<file path="config.mk">
export PLATFORM = sky130hd
export DESIGN_NAME = nibble_serial_add_ctrl
export DESIGN_NICKNAME = d
export VERILOG_FILES = /design/src/rtl/nibble_serial_add_ctrl_pkg.sv /design/src/rtl/nibble_serial_add_ctrl_add4.sv /design/src/rtl/nibble_serial_add_ctrl.sv
export SDC_FILE = /design/constraint.sdc
export NUM_CORES = 1
export LEC_CHECK = 0
export ABC_CLOCK_PERIOD_IN_PS = 3500
export BUFFER_PORTS_ARGS = -buffer_cell sky130_fd_sc_hd__buf_4
export CORE_ASPECT_RATIO = 0.8
export CORE_MARGIN = 2
export CORE_UTILIZATION = 45
export DETAILED_ROUTE_END_ITERATION = 8
export PLACE_DENSITY = 0.66
export SYNTH_ARGS = -nofsm -noshare
export SYNTH_HDL_FRONTEND = slang
export SYNTH_SLANG_ARGS = --single-unit
</file>
<file path="constraint.sdc">
create_clock -name clk -period 3.5 [get_ports clk]
set_input_delay 0.7 -clock clk [delete_from_list [all_inputs] [get_ports clk]]
set_output_delay 0.7 -clock clk [all_outputs]
set_load 0.02 [all_outputs]
</file>
<file path="src/rtl/nibble_serial_add_ctrl_pkg.sv">
// ---------------------------------------------------------------------------
// nibble_serial_add_ctrl_pkg
// Shared definitions for the nibble-serial adder controller:
//   - controller state encoding (the unused code 2'd3 falls back to IDLE)
//   - nibble count derivation from the operand width
//   - nibble index width (never narrower than one bit)
// ---------------------------------------------------------------------------
package nibble_serial_add_ctrl_pkg;

   typedef enum logic [1:0] {
      ST_IDLE = 2'd0,
      ST_RUN  = 2'd1,
      ST_DONE = 2'd2
   } state_e;

   localparam int NIBBLE_BITS = 4;

   // Number of 4-bit slices needed to cover a WIDTH-bit operand.
   function automatic int nib_count(input int width);
      return width / NIBBLE_BITS;
   endfunction

   // Index register width; a single-nibble build still gets a 1-bit index.
   function automatic int idx_width(input int nib);
      return (nib > 1) ? $clog2(nib) : 1;
   endfunction

endpackage

</file>
<file path="src/rtl/nibble_serial_add_ctrl_add4.sv">
// ---------------------------------------------------------------------------
// nibble_add4
// Purely combinational 4-bit ripple-carry adder slice.
// Ports:
//   x, y : 4-bit addends
//   ci   : carry into bit 0
//   s    : 4-bit sum
//   co   : carry out of bit 3
//   c3   : carry into bit 3 (used for signed-overflow detection)
// ---------------------------------------------------------------------------
module nibble_add4 (
   input  logic [3:0] x,
   input  logic [3:0] y,
   input  logic       ci,
   output logic [3:0] s,
   output logic       co,
   output logic       c3
);

   // c[i] is the carry into bit i; c[4] is the carry out of the slice.
   logic [4:0] c;

   always_comb begin
      c    = '0;
      s    = '0;
      c[0] = ci;
      for (int i = 0; i < 4; i++) begin
         s[i]     = x[i] ^ y[i] ^ c[i];
         c[i + 1] = (x[i] & y[i]) | (c[i] & (x[i] ^ y[i]));
      end
   end

   assign co = c[4];
   assign c3 = c[3];

endmodule

</file>
<file path="src/rtl/nibble_serial_add_ctrl.sv">
// ---------------------------------------------------------------------------
// nibble_serial_add_ctrl
// Wide adder built from a single 4-bit ripple slice that is stepped across
// the operands one nibble per clock, LSB nibble first, with the carry held in
// a flop between nibbles.
// Ports:
//   clk, rst_n            : clock, asynchronous active-low reset
//   in_valid / in_ready   : request handshake; a, b, cin sampled on accept
//   a, b, cin             : WIDTH-bit operands and carry-in
//   out_valid / out_ready : result handshake
//   sum                   : a + b + cin modulo 2^WIDTH
//   cout                  : carry out of bit WIDTH-1
//   ovf                   : signed overflow (carry into MSB ^ carry out)
// Parameter WIDTH must be a multiple of 4 and at least 4.
// ---------------------------------------------------------------------------
module nibble_serial_add_ctrl
   import nibble_serial_add_ctrl_pkg::*;
#(
   parameter int WIDTH = 16
) (
   input  logic             clk,
   input  logic             rst_n,
   input  logic             in_valid,
   output logic             in_ready,
   input  logic [WIDTH-1:0] a,
   input  logic [WIDTH-1:0] b,
   input  logic             cin,
   output logic             out_valid,
   input  logic             out_ready,
   output logic [WIDTH-1:0] sum,
   output logic             cout,
   output logic             ovf
);

   localparam int              NIB      = nib_count(WIDTH);
   localparam int              IDXW     = idx_width(NIB);
   localparam logic [IDXW-1:0] LAST_IDX = IDXW'(NIB - 1);

   state_e            state_q;
   state_e            state_d;

   logic [WIDTH-1:0]  a_q;
   logic [WIDTH-1:0]  b_q;
   logic              carry_q;
   logic [IDXW-1:0]   idx_q;
   logic [WIDTH-1:0]  sum_q;
   logic [WIDTH-1:0]  sum_d;
   logic              cout_q;
   logic              ovf_q;

   logic              accept;
   logic              run_en;
   logic              last_nib;

   logic [3:0]        a_nib [NIB];
   logic [3:0]        b_nib [NIB];
   logic [3:0]        slice_s;
   logic              slice_co;
   logic              slice_c3;

   // ------------------------------------------------------------------
   // State register
   // ------------------------------------------------------------------
   always_ff @(posedge clk or negedge rst_n) begin
      if (!rst_n) begin
         state_q <= ST_IDLE;
      end else begin
         state_q <= state_d;
      end
   end

   // ------------------------------------------------------------------
   // Next-state logic
   // ------------------------------------------------------------------
   always_comb begin
      state_d = state_q;
      case (state_q)
         ST_IDLE: if (in_valid)              state_d = ST_RUN;
         ST_RUN:  if (idx_q == LAST_IDX)     state_d = ST_DONE;
         ST_DONE: if (out_ready)             state_d = ST_IDLE;
         default:                            state_d = ST_IDLE;
      endcase
   end

   // ------------------------------------------------------------------
   // Handshake outputs (decoded from state only, so never both high)
   // ------------------------------------------------------------------
   always_comb begin
      in_ready  = 1'b0;
      out_valid = 1'b0;
      case (state_q)
         ST_IDLE: in_ready  = 1'b1;
         ST_DONE: out_valid = 1'b1;
         default: ;
      endcase
   end

   assign accept   = in_valid && in_ready;
   assign run_en   = (state_q == ST_RUN);
   assign last_nib = run_en && (idx_q == LAST_IDX);

   // ------------------------------------------------------------------
   // Nibble views of the latched operands and per-nibble sum write-back.
   // Only the nibble addressed by idx is overwritten, and only in RUN.
   // ------------------------------------------------------------------
   for (genvar gi = 0; gi < NIB; gi++) begin : g_nib
      assign a_nib[gi] = a_q[4*gi +: 4];
      assign b_nib[gi] = b_q[4*gi +: 4];
      assign sum_d[4*gi +: 4] = (run_en && (idx_q == IDXW'(gi))) ? slice_s
                                                                 : sum_q[4*gi +: 4];
   end

   // The carry flop is loaded with cin on accept, so it already feeds
   // nibble 0 correctly without a separate mux.
   nibble_add4 u_add4 (
      .x  (a_nib[idx_q]),
      .y  (b_nib[idx_q]),
      .ci (carry_q),
      .s  (slice_s),
      .co (slice_co),
      .c3 (slice_c3)
   );

   // ------------------------------------------------------------------
   // Datapath registers
   // ------------------------------------------------------------------
   always_ff @(posedge clk or negedge rst_n) begin
      if (!rst_n) begin
         a_q     <= '0;
         b_q     <= '0;
         carry_q <= 1'b0;
         idx_q   <= '0;
         sum_q   <= '0;
         cout_q  <= 1'b0;
         ovf_q   <= 1'b0;
      end else begin
         if (accept) begin
            a_q     <= a;
            b_q     <= b;
            carry_q <= cin;
            idx_q   <= '0;
         end else if (run_en) begin
            carry_q <= slice_co;
            idx_q   <= last_nib ? '0 : idx_q + IDXW'(1);
         end
         sum_q <= sum_d;
         if (last_nib) begin
            cout_q <= slice_co;
            ovf_q  <= slice_c3 ^ slice_co;
         end
      end
   end

   assign sum  = sum_q;
   assign cout = cout_q;
   assign ovf  = ovf_q;

endmodule

</file>
==> reports/qor.yml <==
worst_setup_path:
  rrSetupSlack_ps: 620
  reg2regPathDepth: 9
  critPathRequiredTime_ps: 3720
  reg2reg_from: "idx_q[0]$_DFFE_PN0P_"
  end_kind: "register"
  worst_r2r_endpoint: "sum[11]$_DFFE_PN0P_"
  crit_type: "register to register"
  crit_path_max_fanout: 4
  arrival_ps: 3100
  startpoint_type: "register"
logic_synthesis:
  syn-num-nets: 210
  ys_top_cells_by_count: "dfrtp_1, mux2_2, inv_1"
  synth_area_per_cell_sq_um: 15.2
  synth_cell_types: 24
  ys_warn_count: 0
  yosysMostFrequentCell: "dfrtp_1"
  ys.flop_type: "dfrtp_1"
  syn_area_sq_um: 2500
  syn_inst: 165
  yosysTopAreaCell: "dfrtp_1"
  synth_area_leaders: "dfrtp_1, mux2_2, mux4_2, mux2i_1, fa_1"
  synth_edf_count: 0
  yosysTopAreaCellShare_pct: 55.0
  ys_ff_latch: 55
  ys_seq_area_share_pct: 55.0
  async_flop_share_pct: 100
placement:
  place.gp.congestion: 0.740
  dp.cells: 282
  hpwlAfterDp_microns: 3460
  dp_slack_ps: 621
  portBuffers: 56
global_route:
  grt_max_degree: 56
  grt_overflow: 0
  grt_pass1_wl_microns: 8070
  grt_usage_pct: 17.3
  grt_pass1_vias: 1672
  antenna_found_initial: 0
layout:
  nets: 269
  final-seq-area_sq_um: 1380
  diodes: 0
  multi_input_area_sq_um: 996
  drive_gt1_share_pct: 51.3
  nFillCells: 440
  layout.cells.non_filler: 289
  area_growth_pct: 22.2
timing:
  maxSlewHeadroom_pct: 53.4
  whs_ps: 428
  tightest_slew_ps: 699
  fin_ws_ps: 624
  setup_viol: 0
  fin_crit_ps: 2880
  setup_tns_ps: 0
  final-hold-violation-count: 0
  fin_crit_sh_pct: 82.2
  fmax_mhz: 348
  clock_skew_ps: 6.68
  rsz0062_at_grt: "no"
  drv_slew: 0
clock_tree:
  root_buffer: "clkbuf_8"
  numCtsBuffers: 5
  cts_setup_buffers: 0
  htreeDepth: 2
  hold_buffers: 0
  cts_max_path_buffers: 2
  clk_latency_ps: 310
  clk_pin_slew_worst_paths_ps: 90
  cts_resized: 0
  cts_tree: "built"
  clock-sinks: 55
status:
  status: "completed"
detailed_routing:
  wl_microns: 4690
  drc: 0
  drt_iter0_drc: 48
  ant_nets: 0
  wire_per_inst_microns: 16.2
  routed_via_density: 5.08
  drt_pass1_iterations: 4
  vias: 1467
power_and_ir_drop:
  cellLeakagePower_nw: 1.47
  powerDensity_nw_per_um2: 1080
  irDropWorstVdd_mv: 0.369
  fin_total_pwr_mw: 3.29
die:
  pin_count: 57
  die_w_microns: 87.4
  start_util_pct: 46.3
  dieArea_sq_um: 6180
  rows: 24
  core_region_area_sq_um: 5410
  fp.dieH_microns: 70.7
run:
  cap_violations: 0
min_path:
  hp-class: "primary input to asynchronous set/reset pin"
==> cells in the final DEF (no fill, tap or decap), types with 3 or more instances in the layout <==
cell	synthesis	routed
nand3b_1	3	3
ha_1	4	4
dfrtp_1	55	55
clkbuf_8	0	6
mux2_2	39	39
fa_1	4	4
mux2i_1	9	9
inv_1	20	20
buf_4	1	59
mux4_2	8	8
==> stage by stage <==
stage / area (sq um) / util (%)
after floorplan: 2500 / -
after CTS: 3060 / 56.6
final: 3060 / 56.6
after global routing: 3060 / 56.6
after detailed placement: 2970 / 55.0
after global placement: 2970 / 55.0
==> layer usage <==
| metal | vias to the layer above | global-route usage, % | wire, microns |
|---|---|---|---|
| li1 | 684 | - | - |
| met1 | 737 | 23.6 | 2180 |
| met2 | 38 | 27.8 | 2250 |
| met3 | 8 | 4.08 | 201 |
| met4 | 0 | 5.13 | 59 |
| met5 | - | 0 | 0 |
==> worst max-delay path, cell delays in order (launching register included) <==
cell	delay, ps
dfrtp_1	460
mux4_2	540
fa_1	390
inv_1	80
fa_1	160
inv_1	50
fa_1	400
inv_1	80
fa_1	460
mux2i_1	170
==> flip-flops by register name, indices dropped and copies added, names as in the netlist <==
name     cells
carry_q      1
sum         16
state_q      2
b_q         16
ovf          1
a_q         16
cout         1
idx_q        2
==> worst max-delay path by stage <==
stage	startpoint	end	slack, ps	depth (start not counted)
2_1_floorplan	idx_q[0]$_DFFE_PN0P_	ovf$_DFFE_PN0P_	550	11
3_3_place_gp	idx_q[0]$_DFFE_PN0P_	ovf$_DFFE_PN0P_	720	10
3_5_place_dp	idx_q[0]$_DFFE_PN0P_	sum[11]$_DFFE_PN0P_	620	9
4_1_cts	idx_q[0]$_DFFE_PN0P_	sum[11]$_DFFE_PN0P_	590	9
5_1_grt	idx_q[0]$_DFFE_PN0P_	sum[11]$_DFFE_PN0P_	470	9
6_report	idx_q[0]$_DFFE_PN0P_	sum[11]$_DFFE_PN0P_	620	9
==> cell families after synthesis <==
| logic type | share of synthesized area [%] |
|---|---|
| muxes | 29.2 |
| buffers and inverters | 5.25 |
| and+or+nand+nor | 3.25 |
| DFF | 55.0 |
| xor gates and xnor gates | 0.350 |
| AOI/OAI and AO/OA | 1.75 |
| adders and majority gates | 5.20 |
==> power breakdown <==
| part | total, mW | switching, mW | internal, mW | leakage (nW) |
|---|---|---|---|---|
| logic | 1.76 | 0.830 | 0.929 | 0.776 |
| clock network | 0.352 | 0.196 | 0.156 | 0.0470 |
| registers | 1.18 | 0.209 | 0.975 | 0.652 |
==> layout make-up <==
class	count	area share (%)
clock buffer	6	2.70
clock inverter	1	0.164
sequential	55	45.0
tap	65	2.66
inverter	20	2.45
multi-input combinational	83	32.6
timing repair buffer	59	14.5
Power figures use the tool's default switching activity.
